--- src/rtl/pong_solve_sequencer.sv ---
// Frame sequencer: per tick, solves left then right paddle, then ball update, then draw (timeout via PONG_SEQ_TIMEOUT_EN).
// Latency: startSolve/isActiveL 1 cycle after an accepted tick; startBall 9+ cycles after it.
// Backpressure: each step waits for its solved/done response; ticks arriving while busy are dropped and counted.
module pong_solve_sequencer #(
    parameter int TIMEOUT_CYCLES = 1023,
    parameter int OVR_W          = 8
) (
    input  logic             clock,
    input  logic             resetn,
    input  logic             frameTick,
    input  logic [1:0]       keysL,
    input  logic [1:0]       keysR,
    input  logic             isSolvedL,
    input  logic             isSolvedR,
    input  logic             ballDone,
    input  logic             drawDone,
    output logic             startSolve,
    output logic             isActiveL,
    output logic             isActiveR,
    output logic [1:0]       userInputL,
    output logic [1:0]       userInputR,
    output logic             startBall,
    output logic             startDraw,
    output logic             busy,
    output logic [OVR_W-1:0] overrunCount,
    output logic             timeoutErr
);

    typedef enum logic [3:0] {
        IDLE,
        SOLVE_L,
        GAP_L,
        SOLVE_R,
        GAP_R,
        BALL_START,
        BALL_WAIT,
        DRAW_START,
        DRAW_WAIT
    } state_t;

    state_t state;
    logic   leave;
    logic   expired;

    // Both keys pressed cancels out, so 2'b11 can never reach a paddle.
    function automatic logic [1:0] encode_keys(input logic [1:0] keys);
        return {keys[1] & ~keys[0], keys[0] & ~keys[1]};
    endfunction

    // Exit condition of the current state; a timeout forces it in wait states.
    always_comb begin
        leave = 1'b0;
        case (state)
            IDLE:       leave = frameTick;
            SOLVE_L:    leave = isSolvedL | expired;
            GAP_L:      leave = ~isSolvedL | expired;
            SOLVE_R:    leave = isSolvedR | expired;
            GAP_R:      leave = ~isSolvedR | expired;
            BALL_START: leave = 1'b1;
            BALL_WAIT:  leave = ballDone | expired;
            DRAW_START: leave = 1'b1;
            DRAW_WAIT:  leave = drawDone | expired;
            default:    leave = 1'b0;
        endcase
    end

    always_ff @(posedge clock or negedge resetn) begin
        if (!resetn) begin
            state        <= IDLE;
            startSolve   <= 1'b0;
            isActiveL    <= 1'b0;
            isActiveR    <= 1'b0;
            userInputL   <= 2'b00;
            userInputR   <= 2'b00;
            startBall    <= 1'b0;
            startDraw    <= 1'b0;
            busy         <= 1'b0;
            overrunCount <= '0;
        end else begin
            startBall <= 1'b0;
            startDraw <= 1'b0;

            // A tick landing on the DRAW_WAIT->IDLE cycle is still a miss.
            if (frameTick && (state != IDLE) && (overrunCount != {OVR_W{1'b1}}))
                overrunCount <= overrunCount + 1'b1;

            if (leave) begin
                case (state)
                    IDLE: begin
                        state      <= SOLVE_L;
                        userInputL <= encode_keys(keysL);
                        userInputR <= encode_keys(keysR);
                        startSolve <= 1'b1;
                        isActiveL  <= 1'b1;
                        busy       <= 1'b1;
                    end
                    SOLVE_L: begin
                        state      <= GAP_L;
                        startSolve <= 1'b0;
                        isActiveL  <= 1'b0;
                    end
                    GAP_L: begin
                        state      <= SOLVE_R;
                        startSolve <= 1'b1;
                        isActiveR  <= 1'b1;
                    end
                    SOLVE_R: begin
                        state      <= GAP_R;
                        startSolve <= 1'b0;
                        isActiveR  <= 1'b0;
                    end
                    GAP_R: begin
                        state     <= BALL_START;
                        startBall <= 1'b1;
                    end
                    BALL_START: state <= BALL_WAIT;
                    BALL_WAIT: begin
                        state     <= DRAW_START;
                        startDraw <= 1'b1;
                    end
                    DRAW_START: state <= DRAW_WAIT;
                    DRAW_WAIT: begin
                        state <= IDLE;
                        busy  <= 1'b0;
                    end
                    default: state <= IDLE;
                endcase
            end
        end
    end

`ifdef PONG_SEQ_TIMEOUT_EN
    localparam int TW = $clog2(TIMEOUT_CYCLES + 1);

    logic [TW-1:0] wait_cnt;
    logic          in_wait;

    assign in_wait = (state == SOLVE_L) || (state == GAP_L) || (state == SOLVE_R) ||
                     (state == GAP_R) || (state == BALL_WAIT) || (state == DRAW_WAIT);
    assign expired = in_wait && (wait_cnt == TW'(TIMEOUT_CYCLES - 1));

    // Counter restarts on every state exit, so each wait starts from zero.
    always_ff @(posedge clock or negedge resetn) begin
        if (!resetn) begin
            wait_cnt   <= '0;
            timeoutErr <= 1'b0;
        end else begin
            if (leave)
                wait_cnt <= '0;
            else if (in_wait)
                wait_cnt <= wait_cnt + 1'b1;
            if (expired)
                timeoutErr <= 1'b1;
        end
    end
`else
    // No wait bound: the FSM waits indefinitely and timeoutErr is constant 0.
    assign expired    = 1'b0;
    assign timeoutErr = (TIMEOUT_CYCLES < 0);
`endif

endmodule

--- config.mk ---
export PLATFORM = sky130hd
export DESIGN_NAME = pong_solve_sequencer
export DESIGN_NICKNAME = d
export VERILOG_FILES = /design/src/rtl/pong_solve_sequencer.sv
export SDC_FILE = /design/constraint.sdc
export NUM_CORES = 1
export LEC_CHECK = 0
export CAP_MARGIN = 20
export CORE_MARGIN = 1
export CORE_UTILIZATION = 42
export DETAILED_ROUTE_END_ITERATION = 12
export GPL_TIMING_DRIVEN = 0
export PLACE_DENSITY = 0.78
export SYNTH_ARGS = -nofsm -noshare
export SYNTH_HDL_FRONTEND = slang
export SYNTH_SLANG_ARGS = --single-unit
--- constraint.sdc ---
create_clock -name clock -period 1.6 [get_ports clock]
set_input_delay 0.32 -clock clock [delete_from_list [all_inputs] [get_ports clock]]
set_output_delay 0.32 -clock clock [all_outputs]
set_load 0.03 [all_outputs]
# Word level (Yosys, flattened, before mapping)
# Index checks and enable logic that the tools add are counted.
dict set report totals {
  register_bits 22
  latch_bits 0
  ram_bits 0
  romBits 0
  input_bits 11
  output_inout_bits 19
  memories 0
}
dict set report op_classes {
  add_sub_neg 1
  n_mul 0
  div 0
  magnitude_cmp 0
  n_eq_ne 9
  shifts 0
  mux 10
  bitwise_logic 10
  reduce_logical 16
}
# operator count
set op_table {}
lappend op_table {{4-bit case mux with 8 select lines} 1}
lappend op_table {{4-bit by 3-bit equality test with 1-bit output (second input constant)} 4}
lappend op_table {{2-bit AND reduction} 5}
lappend op_table {{8-bit by 1-bit adder with 8-bit output (second input constant)} 1}
lappend op_table {{4-bit by 2-bit equality test with 1-bit output (second input constant)} 2}
lappend op_table {{8-bit != test (second input constant)} 1}
lappend op_table {{1-bit case mux with 2 select lines} 4}
lappend op_table {{1-bit case mux with 8 select lines} 1}
lappend op_table {{2-bit nonzero test} 4}
lappend op_table {{1-bit NOT} 6}
lappend op_table {{2-bit OR reduction} 3}
lappend op_table {{1-bit AND} 4}
lappend op_table {{4-bit by 1-bit equality test with 1-bit output (second input constant)} 1}
lappend op_table {{4-bit equality test (second input constant)} 1}
lappend op_table {{4-bit logical NOT} 1}
lappend op_table {{1-bit two-way mux} 4}
lappend op_table {{4-bit nonzero test} 1}
lappend op_table {{1-bit logical AND} 2}

# Logic depth before layout (Yosys ltp)
# Gate-level depths: netlist (run 1).
dict set report depth {
  ltp_word 4
  ltp_mapped 5
  depth_no_buf 4
}

# Worst setup path before layout (run 1)
# No wires, ideal clock.
dict set report synth_timing {
  path_kind {reg-to-reg}
  start {register overrunCount[0]}
  end {register overrunCount[1]}
  arrival_time_ps 1432
  required_ps 1475
  slack_ps 43
  path_stages_with_launch 4
  period_less_slack_ps 1557
  path_cell_list {dfrtp_1 -> ha_1 -> a41oi_2 -> mux2_4}
}
dict set report synth_via {
  elab_chain_len 2
  word_cells_on_any_way 3
  classes_between {1 x add/sub; 1 x eq/ne; 1 x reduce/logical}
}
# item line_no
set synth_rtl {}
lappend synth_rtl {{start: declaration} 25} ;# output logic [OVR_W-1:0] overrunCount,
lappend synth_rtl {{start signal: assignment} 85} ;# overrunCount <= overrunCount + 1'b1;
lappend synth_rtl {{parallel branches: the longest is 2 deep, another holds 8-bit by 1-bit adder with 8-bit output} n/a}
# Several ways; the timed one is not identified.
# A chain may end at the register's enable or synchronous reset.

# Final worst setup path (run 1)
dict set report layout_timing {
  start {register state[1]}
  end {register overrunCount[1]}
}
dict set report layout_via {
  elab_chain_len 3
}
# item line_no
set layout_rtl {}
lappend layout_rtl {{start: declaration} 41} ;# state_t state;
lappend layout_rtl {{start signal: assignment} 69} ;# state <= IDLE;
lappend layout_rtl {{start signal: assignment} 90} ;# state <= SOLVE_L;
lappend layout_rtl {{start signal: assignment} 98} ;# state <= GAP_L;
lappend layout_rtl {{4-bit nonzero test} 84} ;# if (frameTick && (state != IDLE) && (overrunCount != {OVR_W{1'b1}}))
lappend layout_rtl {{1-bit logical AND (2 in series)} 84}
# No other way between the ends.

==> results.sh, run 1 <==
export IMPL_die_area_sq_mm=0.00290
export IMPL_total_leakage_power_nw=0.711
export IMPL_antenna_cells_inserted=0
export IMPL_dieHeight_um=53.9
export IMPL_max_cap_violations=0
export IMPL_dr_first_iter_drc_count=34
export IMPL_place_hpwl_um=1690
export IMPL_first_pass_iters=4
export IMPL_initial_core_util_pct=45.2
export IMPL_syn_mean_instance_area_sq_um=9.92
export IMPL_cts_sinks=22
export IMPL_via_count=976
export IMPL_placement_stage_cell_area_sq_mm=0.00145
export IMPL_cts_max_path_buffers=2
export IMPL_critPathSlowestCell="sky130_fd_sc_hd__dfrtp_1"
export IMPL_clock_latency_ns=0.30
export IMPL_final_net_count=163
export IMPL_end_kind="flip-flop"
export IMPL_timing_final_max_slew_violations=0
export IMPL_critPathLaunchType="flip-flop"
export IMPL_ant_nets=0
export IMPL_clock_slew_at_the_register_clock_pins_of_the_worst_setup_and_hold_paths_ns=0.12
export IMPL_layout_core_utilization_pct=61.7
export IMPL_first_global_vias=858
export IMPL_tritoncts="built"
export IMPL_place_port_buffers=28
export IMPL_floorplan_rows=18
export IMPL_grt_antenna_before_repair=0
export IMPL_power_density_mw_per_mm2=1960
export IMPL_drc_errors=0
export IMPL_core_area_sq_mm=0.00250
export IMPL_synth_seq_area_share_pct=48.7
export IMPL_most_frequent_cells_in_the_layout="sky130_fd_sc_hd__dfrtp_1, sky130_fd_sc_hd__nand2_1, sky130_fd_sc_hd__dlygate4sd2_1, sky130_fd_sc_hd__o21ai_0, sky130_fd_sc_hd__clkdlybuf4s50_1"
export IMPL_critPathRequiredTime_ns=1.80
export IMPL_max_vdd_ir_drop_mv=1.29
export IMPL_flow_area_growth_from_synthesis_pct=36.3
export IMPL_synth_net_count=126
export IMPL_htree_num_levels=1
export IMPL_path_class="reg2reg"
export IMPL_postLayoutCellArea_sq_mm=0.00154
export IMPL_final_period_utilization_pct=98.3
export IMPL_synthDistinctLibCells=32
export IMPL_worstPathCellList="buf_6, o41ai_4, buf_4, a41oi_4, mux2_4"
export IMPL_max_freq_ghz=0.636
export IMPL_clock_tree_root_cell="sky130_fd_sc_hd__clkbuf_4"
export IMPL_routed_wl_um=2360
export IMPL_final_period_minus_worst_setup_slack_ns=1.57
export IMPL_postSynthCellCount=114
export IMPL_final_layout_size_suffix_gt1_share_pct=16.0
export IMPL_grt_first_pass_wirelength_um=3640
export IMPL_post_place_cells=172
export IMPL_post_synth_instance_area_sq_mm=0.00113
export IMPL_finalClockSkew_ns=0.00284
export IMPL_vias_per_cell=5.42
export IMPL_post_drt_wl_per_cell_um=13.1
export IMPL_layout_commonest_cell="sky130_fd_sc_hd__dfrtp_1"
export IMPL_grt_max_degree=23
export IMPL_floorplan_io_pins=30
export IMPL_run_status="finished, final reports clean"
export IMPL_placer_congestion_estimate=0.894
export IMPL_dieWidth_um=53.9
export IMPL_worst_hold_path_type="in2async"
export IMPL_grt_total_usage_pct=17.5
export IMPL_report_final_setup_viol=0
export IMPL_design_power_total_mw=3.03
export IMPL_fillers=232
export IMPL_setup_total_negative_slack_ns=0
export IMPL_instances_no_fill=180
export IMPL_critical_path_max_fanout=5
export IMPL_ys_warn_count=0
export IMPL_critPathMaxStageDelay_ns=0.40
export IMPL_worstPathArrival_ns=1.78
export IMPL_ys_ff_latch=22
export IMPL_grt_overflow=0
export IMPL_report_final_hold_viol_count=0
export IMPL_cts_buffers_inserted=3
## logic make-up after synthesis
| group | after synthesis | synth area share, % |
|---|---|---|
| buffers and inverters | 11 | 4.87 |
| and+or+nand+nor | 46 | 20.6 |
| AOI/OAI and AO/OA | 24 | 15.8 |
| adders and majority gates | 1 | 1.11 |
| DFF | 22 | 48.7 |
| xor gates and xnor gates | 3 | 2.32 |
| muxes | 6 | 6.30 |
| other | 1 | 0.332 |
## synthesized netlist by cell type
| cell | number | area share [%] |
|---|---|---|
| sky130_fd_sc_hd__nand3_1 | 5 | 2.2 |
| sky130_fd_sc_hd__nand2_1 | 18 | 6.0 |
| sky130_fd_sc_hd__nand4_1 | 4 | 2.2 |
| sky130_fd_sc_hd__buf_4 | 1 | 0.66 |
| sky130_fd_sc_hd__nor4_1 | 1 | 0.55 |
| sky130_fd_sc_hd__buf_6 | 1 | 1.0 |
| sky130_fd_sc_hd__a21oi_1 | 5 | 2.2 |
| sky130_fd_sc_hd__dfrtp_1 | 22 | 49 |
| sky130_fd_sc_hd__a41oi_2 | 1 | 1.4 |
| sky130_fd_sc_hd__mux2_2 | 5 | 5.0 |
| sky130_fd_sc_hd__o41ai_4 | 1 | 2.4 |
| sky130_fd_sc_hd__mux2_4 | 1 | 1.3 |
| sky130_fd_sc_hd__ha_1 | 1 | 1.1 |
| sky130_fd_sc_hd__xor2_1 | 1 | 0.77 |
| sky130_fd_sc_hd__clkbuf_1 | 1 | 0.33 |
| sky130_fd_sc_hd__nor3_1 | 2 | 0.88 |
| sky130_fd_sc_hd__buf_2 | 2 | 0.88 |
| sky130_fd_sc_hd__a31oi_1 | 1 | 0.55 |
| sky130_fd_sc_hd__nor2b_1 | 1 | 0.55 |
| sky130_fd_sc_hd__a32o_1 | 2 | 1.8 |
| sky130_fd_sc_hd__conb_1 | 1 | 0.33 |
| sky130_fd_sc_hd__nor2_1 | 4 | 1.3 |
| sky130_fd_sc_hd__and4_1 | 1 | 0.77 |
| sky130_fd_sc_hd__and3_1 | 1 | 0.55 |
| sky130_fd_sc_hd__xnor2_1 | 2 | 1.5 |
| sky130_fd_sc_hd__o21ai_1 | 1 | 0.44 |
| sky130_fd_sc_hd__a32oi_2 | 1 | 1.4 |
| sky130_fd_sc_hd__nand2b_1 | 8 | 4.4 |
| sky130_fd_sc_hd__o21ai_0 | 11 | 4.9 |
| sky130_fd_sc_hd__inv_1 | 6 | 2.0 |
| sky130_fd_sc_hd__o211ai_1 | 1 | 0.66 |
| sky130_fd_sc_hd__nor3b_2 | 1 | 1.1 |
## worst max-delay path: cells and delay by family, from the launching register on
kind                   cells  cell delay, ns
AOI/OAI and AO/OA          2            0.43
DFF                        1            0.40
buffers and inverters      2            0.32
muxes                      1            0.33
## layout make-up
class	instances	area [sq um]	share of cell area, %
Timing Repair Buffer	32	299	19.4
Tap cell	30	37.5	2.44
Clock inverter	1	30.0	1.95
Multi-Input combinational cell	81	539	35.0
Inverter	6	22.5	1.46
Sequential cell	22	552	35.8
Buffer	5	38.8	2.52
Clock buffer	3	22.5	1.46
## worst paths after layout
kind                            slack (ns)  cells after the start                       from                           to
min in group clock                    0.46                      3                  frameTick        isActiveL$_DFFE_PN0P_
worst min register to register        0.49                      2  userInputR[0]$_DFFE_PN0P_    userInputR[0]$_DFFE_PN0P_
worst min-delay path                  0.17                      1                     resetn        isActiveR$_DFFE_PN0P_
worst max register to register        0.03                      5       state[1]$_DFFE_PN0P_  overrunCount[1]$_DFFE_PN0P_
worst max-delay path                  0.03                      5       state[1]$_DFFE_PN0P_  overrunCount[1]$_DFFE_PN0P_
max in group asynchronous             1.05                      2                     resetn         state[0]$_DFFE_PN0P_
## registers in the layout (all words and copies together), names as in the netlist
name,flops
isActiveR,1
userInputL,2
isActiveL,1
startBall,1
busy,1
startSolve,1
startDraw,1
userInputR,2
overrunCount,8
state,4
## timing repair
item | 4_1_cts | 5_1_grt
pin swaps | 0 | 2
gates resized for setup | 18 | 8
buffers inserted | 0 | 3
gates cloned | 0 | 0
hold buffers | 0 | 0
endpoints found under the setup margin | 18 | 7
## metrics by stage
step / setup slack (ns) / hold slack (ns)
floorplan: 0.0432 / 0.0244
global placement: -0.236 / 0.467
detailed placement: -0.270 / 0.473
CTS: 0.00129 / 0.497
global route: -0.00432 / 0.142
finish: 0.0276 / 0.173
## layer usage
metal / up-vias / part of all wire (%) / global-route usage, %
met3: 0 / 6.5 / 3.39
met4: 0 / 0 / 6.58
met5: - / 0 / 0
li1: 468 / - / -
met1: 474 / 46 / 22.5
met2: 34 / 48 / 28.8
## power by group
group / switching (mW) / internal [mW] / total (mW) / leakage (nW)
Sequential: 0.203 / 0.783 / 0.987 / 0.268
Clock: 0.167 / 0.253 / 0.420 / 0.0279
Combinational: 0.977 / 0.645 / 1.62 / 0.415
No activity file was read; power rests on OpenSTA's default activity.
==> inputs of run 2 (changes only) <==
--- a/config.mk
+++ b/config.mk
@@ -5,7 +5,6 @@
 export SDC_FILE = /design/constraint.sdc
 export NUM_CORES = 1
 export LEC_CHECK = 0
-export CAP_MARGIN = 20
 export CORE_MARGIN = 1
 export CORE_UTILIZATION = 42
 export DETAILED_ROUTE_END_ITERATION = 12
==> results.sh, run 2 (same netlist as run 1, synthesis figures left out) <==
export IMPL_largest_register_ff_count=8
export IMPL_place_hpwl_um=1690
export IMPL_report_final_hold_viol_count=0
export IMPL_cts_buffers_inserted=3
export IMPL_dieWidth_um=53.9
export IMPL_drc_errors=0
export IMPL_critPathSlowestCell="sky130_fd_sc_hd__dfrtp_1"
export IMPL_initial_core_util_pct=45.2
export IMPL_slew_headroom_pct=35.5
export IMPL_setup_total_negative_slack_ns=0
export IMPL_final_net_count=162
export IMPL_routed_wl_um=2340
export IMPL_biggestRegsByFlops="overrunCount: 8 flops, state: 4 flops"
export IMPL_clock_latency_ns=0.30
export IMPL_cts_hold_buffers=0
export IMPL_total_leakage_power_nw=0.704
export IMPL_critPathLaunchType="flip-flop"
export IMPL_end_kind="flip-flop"
export IMPL_most_frequent_cells_in_the_layout="sky130_fd_sc_hd__dfrtp_1, sky130_fd_sc_hd__nand2_1, sky130_fd_sc_hd__dlygate4sd2_1, sky130_fd_sc_hd__o21ai_0, sky130_fd_sc_hd__clkdlybuf4s50_1"
export IMPL_hold_ws_ns=0.458
export IMPL_fillers=234
export IMPL_run_status="finished, final reports clean"
export IMPL_critPathRequiredTime_ns=1.80
export IMPL_clock_slew_at_the_register_clock_pins_of_the_worst_setup_and_hold_paths_ns=0.12
export IMPL_reg2reg_slack_ns=0.03
export IMPL_dieHeight_um=53.9
export IMPL_first_pass_iters=4
export IMPL_ant_nets=0
export IMPL_min_delay_start="frameTick"
export IMPL_worstPathCellList="buf_6, o41ai_4, buf_4, a41oi_4, mux2_4"
export IMPL_first_global_vias=858
export IMPL_cts_max_path_buffers=2
export IMPL_clock_tree_root_cell="sky130_fd_sc_hd__clkbuf_4"
export IMPL_floorplan_rows=18
export IMPL_grt_overflow=0
export IMPL_path_class="reg2reg"
export IMPL_worstPathArrival_ns=1.78
export IMPL_layout_commonest_cell="sky130_fd_sc_hd__dfrtp_1"
export IMPL_regMostFlops="overrunCount"
export IMPL_final_layout_size_suffix_gt1_share_pct=15.4
export IMPL_post_drt_wl_per_cell_um=13.1
export IMPL_max_slew_worst_pin_slew_ns=0.965
export IMPL_rr_worst_depth=5
export IMPL_r2r_end="overrunCount[1]$_DFFE_PN0P_"
export IMPL_layout_core_utilization_pct=61.1
export IMPL_timing_final_max_slew_violations=0
export IMPL_grt_max_degree=23
export IMPL_regToRegStartpoint="state[1]$_DFFE_PN0P_"
export IMPL_grt_total_usage_pct=17.5
export IMPL_grt_antenna_before_repair=0
export IMPL_grt_first_pass_wirelength_um=3640
export IMPL_via_count=969
export IMPL_critical_path_max_fanout=5
export IMPL_min_delay_path_depth=3
export IMPL_report_final_setup_viol=0
export IMPL_cts_sinks=22
export IMPL_critPathMaxStageDelay_ns=0.40
export IMPL_final_period_minus_worst_setup_slack_ns=1.57
export IMPL_final_period_utilization_pct=98.3
export IMPL_vias_per_cell=5.41
export IMPL_hold_end="isActiveL$_DFFE_PN0P_"
export IMPL_max_cap_violations=0
export IMPL_dr_first_iter_drc_count=36
export IMPL_placer_congestion_estimate=0.894
export IMPL_max_vdd_ir_drop_mv=1.29
export IMPL_power_density_mw_per_mm2=1980
export IMPL_max_freq_ghz=0.636
export IMPL_die_area_sq_mm=0.00290
export IMPL_place_port_buffers=28
export IMPL_core_area_sq_mm=0.00250
export IMPL_floorplan_io_pins=30
export IMPL_tritoncts="built"
export IMPL_worst_hold_path_type="in2reg"
export IMPL_finalClockSkew_ns=0.00349
export IMPL_cp_startpoint="state[1]$_DFFE_PN0P_"
export IMPL_antenna_cells_inserted=0
export IMPL_flow_area_growth_from_synthesis_pct=35.0
export IMPL_htree_num_levels=1
## run 2: cell types whose count changed in the layout (fill, tap and decap cells not counted)
cell and delta:
sky130_fd_sc_hd__buf_8 -1
## run 2: final cells by class
cell class                      count  area (sq um)  share of cell area [%]
Multi-Input combinational cell     81           539                    35.3
Inverter                            6          22.5                    1.48
Timing Repair Buffer               31           284                    18.6
Clock inverter                      1          30.0                    1.97
Clock buffer                        3          22.5                    1.48
Buffer                              5          38.8                    2.54
Sequential cell                    22           552                    36.1
Tap cell                           30          37.5                    2.46
## run 2: per-layer routing
| metal | global-route usage (%) | up-vias | part of all wire [%] |
|---|---|---|---|
| li1 | - | 467 | - |
| met1 | 22.5 | 465 | 45 |
| met2 | 28.8 | 37 | 48 |
| met3 | 3.39 | 0 | 6.7 |
| met4 | 6.58 | 0 | 0 |
| met5 | 0 | - | 0 |
## run 2: per-stage QoR
step           setup WS (ns)  std cells  power, mW  area (sq um)
6_report              0.0274        179       3.02          1530
5_1_grt             -0.00432        179       3.22          1530
4_1_cts              0.00129        176       2.94          1480
3_5_place_dp          -0.270        172       2.64          1450
3_3_place_gp          -0.236        172       2.59          1450
2_1_floorplan         0.0432        114       2.07          1130
## run 2: worst max-delay path by stage
stage	endpoint	slack (ns)	cells after the start
5_1_grt	overrunCount[7]$_DFFE_PN0P_	-0.004	5
2_1_floorplan	overrunCount[1]$_DFFE_PN0P_	0.04	3
3_5_place_dp	state[0]$_DFFE_PN0P_	-0.27	5
4_1_cts	overrunCount[5]$_DFFE_PN0P_	0.001	5
3_3_place_gp	state[0]$_DFFE_PN0P_	-0.24	5
6_report	overrunCount[1]$_DFFE_PN0P_	0.03	5
## run 2: what timing repair did
item	in CTS	in global routing
endpoints found under the setup margin	18	7
resized for setup	18	8
setup buffers	0	3
pin swaps	0	2
## run 2: critical path: cells and delay by family, from the launching register on
kind	cells	cell delay, ns
muxes	1	0.33
AOI/OAI and AO/OA	2	0.43
buffers and inverters	2	0.32
DFF	1	0.40
## run 2: where the power goes
| part | internal (mW) | switching [mW] | total (mW) |
|---|---|---|---|
| clock network | 0.253 | 0.166 | 0.419 |
| logic | 0.642 | 0.972 | 1.61 |
| registers | 0.783 | 0.202 | 0.986 |
| total | 1.68 | 1.34 | 3.02 |
==> inputs of run 3 (changes only) <==
--- a/config.mk
+++ b/config.mk
@@ -6,10 +6,10 @@
 export NUM_CORES = 1
 export LEC_CHECK = 0
 export CORE_MARGIN = 1
-export CORE_UTILIZATION = 42
+export CORE_UTILIZATION = 47
 export DETAILED_ROUTE_END_ITERATION = 12
 export GPL_TIMING_DRIVEN = 0
-export PLACE_DENSITY = 0.78
+export PLACE_DENSITY = 0.82
 export SYNTH_ARGS = -nofsm -noshare
 export SYNTH_HDL_FRONTEND = slang
 export SYNTH_SLANG_ARGS = --single-unit
==> constraint.sdc (replaced) <==
create_clock -name clock -period 1.66 [get_ports clock]
set_input_delay 0.332 -clock clock [delete_from_list [all_inputs] [get_ports clock]]
set_output_delay 0.332 -clock clock [all_outputs]
set_load 0.03 [all_outputs]
==> results.sh, run 3 (same netlist as run 1, synthesis figures left out) <==
export IMPL_core_area_sq_mm=0.00223
export IMPL_critPathRequiredTime_ns=1.86
export IMPL_multiInputGateArea_sq_um=526
export IMPL_critPathLaunchType="flip-flop"
export IMPL_clock_tree_root_cell="sky130_fd_sc_hd__clkbuf_4"
export IMPL_cts_max_path_buffers=2
export IMPL_grt_util_met2_pct=35.7
export IMPL_critPathMaxStageDelay_ns=0.39
export IMPL_floorplan_rows=17
export IMPL_clock_slew_at_the_register_clock_pins_of_the_worst_setup_and_hold_paths_ns=0.12
export IMPL_first_pass_iters=4
export IMPL_dieWidth_um=51.1
export IMPL_critPathSlowestCell="sky130_fd_sc_hd__dfrtp_1"
export IMPL_cts_post_setup_buffers_inserted=0
export IMPL_total_leakage_power_nw=0.699
export IMPL_place_hpwl_um=1680
export IMPL_power_density_mw_per_mm2=1840
export IMPL_end_kind="flip-flop"
export IMPL_cts_buffers_inserted=3
export IMPL_antenna_cells_inserted=0
export IMPL_grtUsageMet1_pct=23.9
export IMPL_grt_overflow=0
export IMPL_max_slew_worst_pin_slew_ns=0.969
export IMPL_path_class="reg2reg"
export IMPL_floorplan_io_pins=30
export IMPL_grt_met3_usage_pct=2.68
export IMPL_smallest_setup_slack_after_layout_ns=0.0951
export IMPL_critical_path_buf_inv_count=1
export IMPL_ant_nets=0
export IMPL_final_layout_size_suffix_gt1_share_pct=13.0
export IMPL_reg2reg_slack_ns=0.1
export IMPL_tritoncts="built"
export IMPL_grt_antenna_before_repair=0
export IMPL_timing_final_max_slew_violations=0
export IMPL_rsz0062_at_grt="no"
export IMPL_critical_path_max_fanout=10
export IMPL_placer_congestion_estimate=0.854
export IMPL_max_cap_violations=0
export IMPL_flow_area_growth_from_synthesis_pct=29.9
export IMPL_report_final_setup_viol=0
export IMPL_grt_total_usage_pct=19.6
export IMPL_grt_max_degree=23
export IMPL_regMostFlops="overrunCount"
export IMPL_post_drt_wl_per_cell_um=13.1
export IMPL_worstPathArrival_ns=1.76
export IMPL_layout_commonest_cell="sky130_fd_sc_hd__dfrtp_1"
export IMPL_die_area_sq_mm=0.00261
export IMPL_slew_headroom_pct=35.2
export IMPL_worst_hold_path_type="reg2reg"
export IMPL_biggestRegsByFlops="overrunCount: 8 flops, state: 4 flops"
export IMPL_place_port_buffers=28
export IMPL_vias_per_cell=5.22
export IMPL_clock_latency_ns=0.30
export IMPL_cts_sinks=22
export IMPL_drc_errors=0
export IMPL_largest_register_ff_count=8
export IMPL_grt_first_pass_wirelength_um=3780
export IMPL_design_power_total_mw=2.71
export IMPL_cp_top_family="flip-flops"
export IMPL_initial_core_util_pct=50.6
export IMPL_most_frequent_cells_in_the_layout="sky130_fd_sc_hd__dfrtp_1, sky130_fd_sc_hd__nand2_1, sky130_fd_sc_hd__dlygate4sd2_1, sky130_fd_sc_hd__o21ai_0, sky130_fd_sc_hd__clkdlybuf4s50_1"
export IMPL_final_period_minus_worst_setup_slack_ns=1.56
export IMPL_setup_total_negative_slack_ns=0
export IMPL_dieHeight_um=51.1
export IMPL_first_global_vias=844
export IMPL_max_vdd_ir_drop_mv=1.00
export IMPL_max_freq_ghz=0.639
export IMPL_dp_worst_setup_slack_ns=-0.214
export IMPL_final_net_count=159
export IMPL_global_route_peak_usage_layer="met2"
export IMPL_postLayoutCellArea_sq_mm=0.00147
export IMPL_finalClockSkew_ns=0.00421
export IMPL_via_count=909
export IMPL_final_seq_area_sq_um=552
export IMPL_placement_stage_cell_area_sq_mm=0.00145
export IMPL_fillers=194
export IMPL_final_period_utilization_pct=94.3
export IMPL_hold_ws_ns=0.494
export IMPL_dr_first_iter_drc_count=22
export IMPL_report_final_hold_viol_count=0
export IMPL_run_status="finished, final reports clean"
export IMPL_htree_num_levels=1
export IMPL_routed_wl_um=2270
export IMPL_worstPathCellList="buf_6, o41ai_4, nor2_1, nand4_1, mux2_2"
run 3: per-stage QoR:
step                utilization [%]  cells
finish                         65.8    174
global placement               64.8    170
global route                   65.8    174
floorplan                         -    114
CTS                            65.5    174
detailed placement             64.8    170
run 3: layer usage:
layer  vias to the layer above  wire [um]  part of all wire (%)
met5                         -          0                     0
met4                         0          0                     0
met3                         0         80                   3.5
met2                        17       1180                    52
met1                       432       1020                    45
li1                        460          -                     -
run 3: final timing paths:
kind,from,endpoint,cells after the start
setup / recovery,state[1]$_DFFE_PN0P_,overrunCount[5]$_DFFE_PN0P_,5
hold / removal,userInputR[1]$_DFFE_PN0P_,userInputR[1]$_DFFE_PN0P_,2
setup reg to reg,state[1]$_DFFE_PN0P_,overrunCount[5]$_DFFE_PN0P_,5
hold reg to reg,userInputR[1]$_DFFE_PN0P_,userInputR[1]$_DFFE_PN0P_,2
max in group asynchronous,resetn,state[0]$_DFFE_PN0P_,1
min in group asynchronous,resetn,isActiveR$_DFFE_PN0P_,1
run 3: final cells by class:
class	count	area share, %
inverter	6	1.53
buffer	5	2.21
tap	28	2.39
timing repair buffer	28	18.1
multi-input combinational	81	35.8
clock buffer	4	2.47
sequential	22	37.6
run 3: report_power, final:
part           internal, mW  switching, mW
logic                 0.564          0.912
registers             0.755          0.188
clock network         0.134          0.155
total                  1.45           1.26
run 3: worst reg2reg max path: stages (launching register included):
cell and delay [ns]:
sky130_fd_sc_hd__dfrtp_1 0.39, sky130_fd_sc_hd__buf_6 0.14, sky130_fd_sc_hd__o41ai_4 0.38, sky130_fd_sc_hd__nor2_1 0.11
sky130_fd_sc_hd__nand4_1 0.11, sky130_fd_sc_hd__mux2_2 0.33
run 3: timing repair:
item / CTS / global route
resized for setup: 16 / 3
pin swaps: 0 / 0
hold buffers: 0 / 0
gates cloned: 0 / 0
hold endpoints to repair: 0 / 0
setup endpoints to repair: 16 / 4
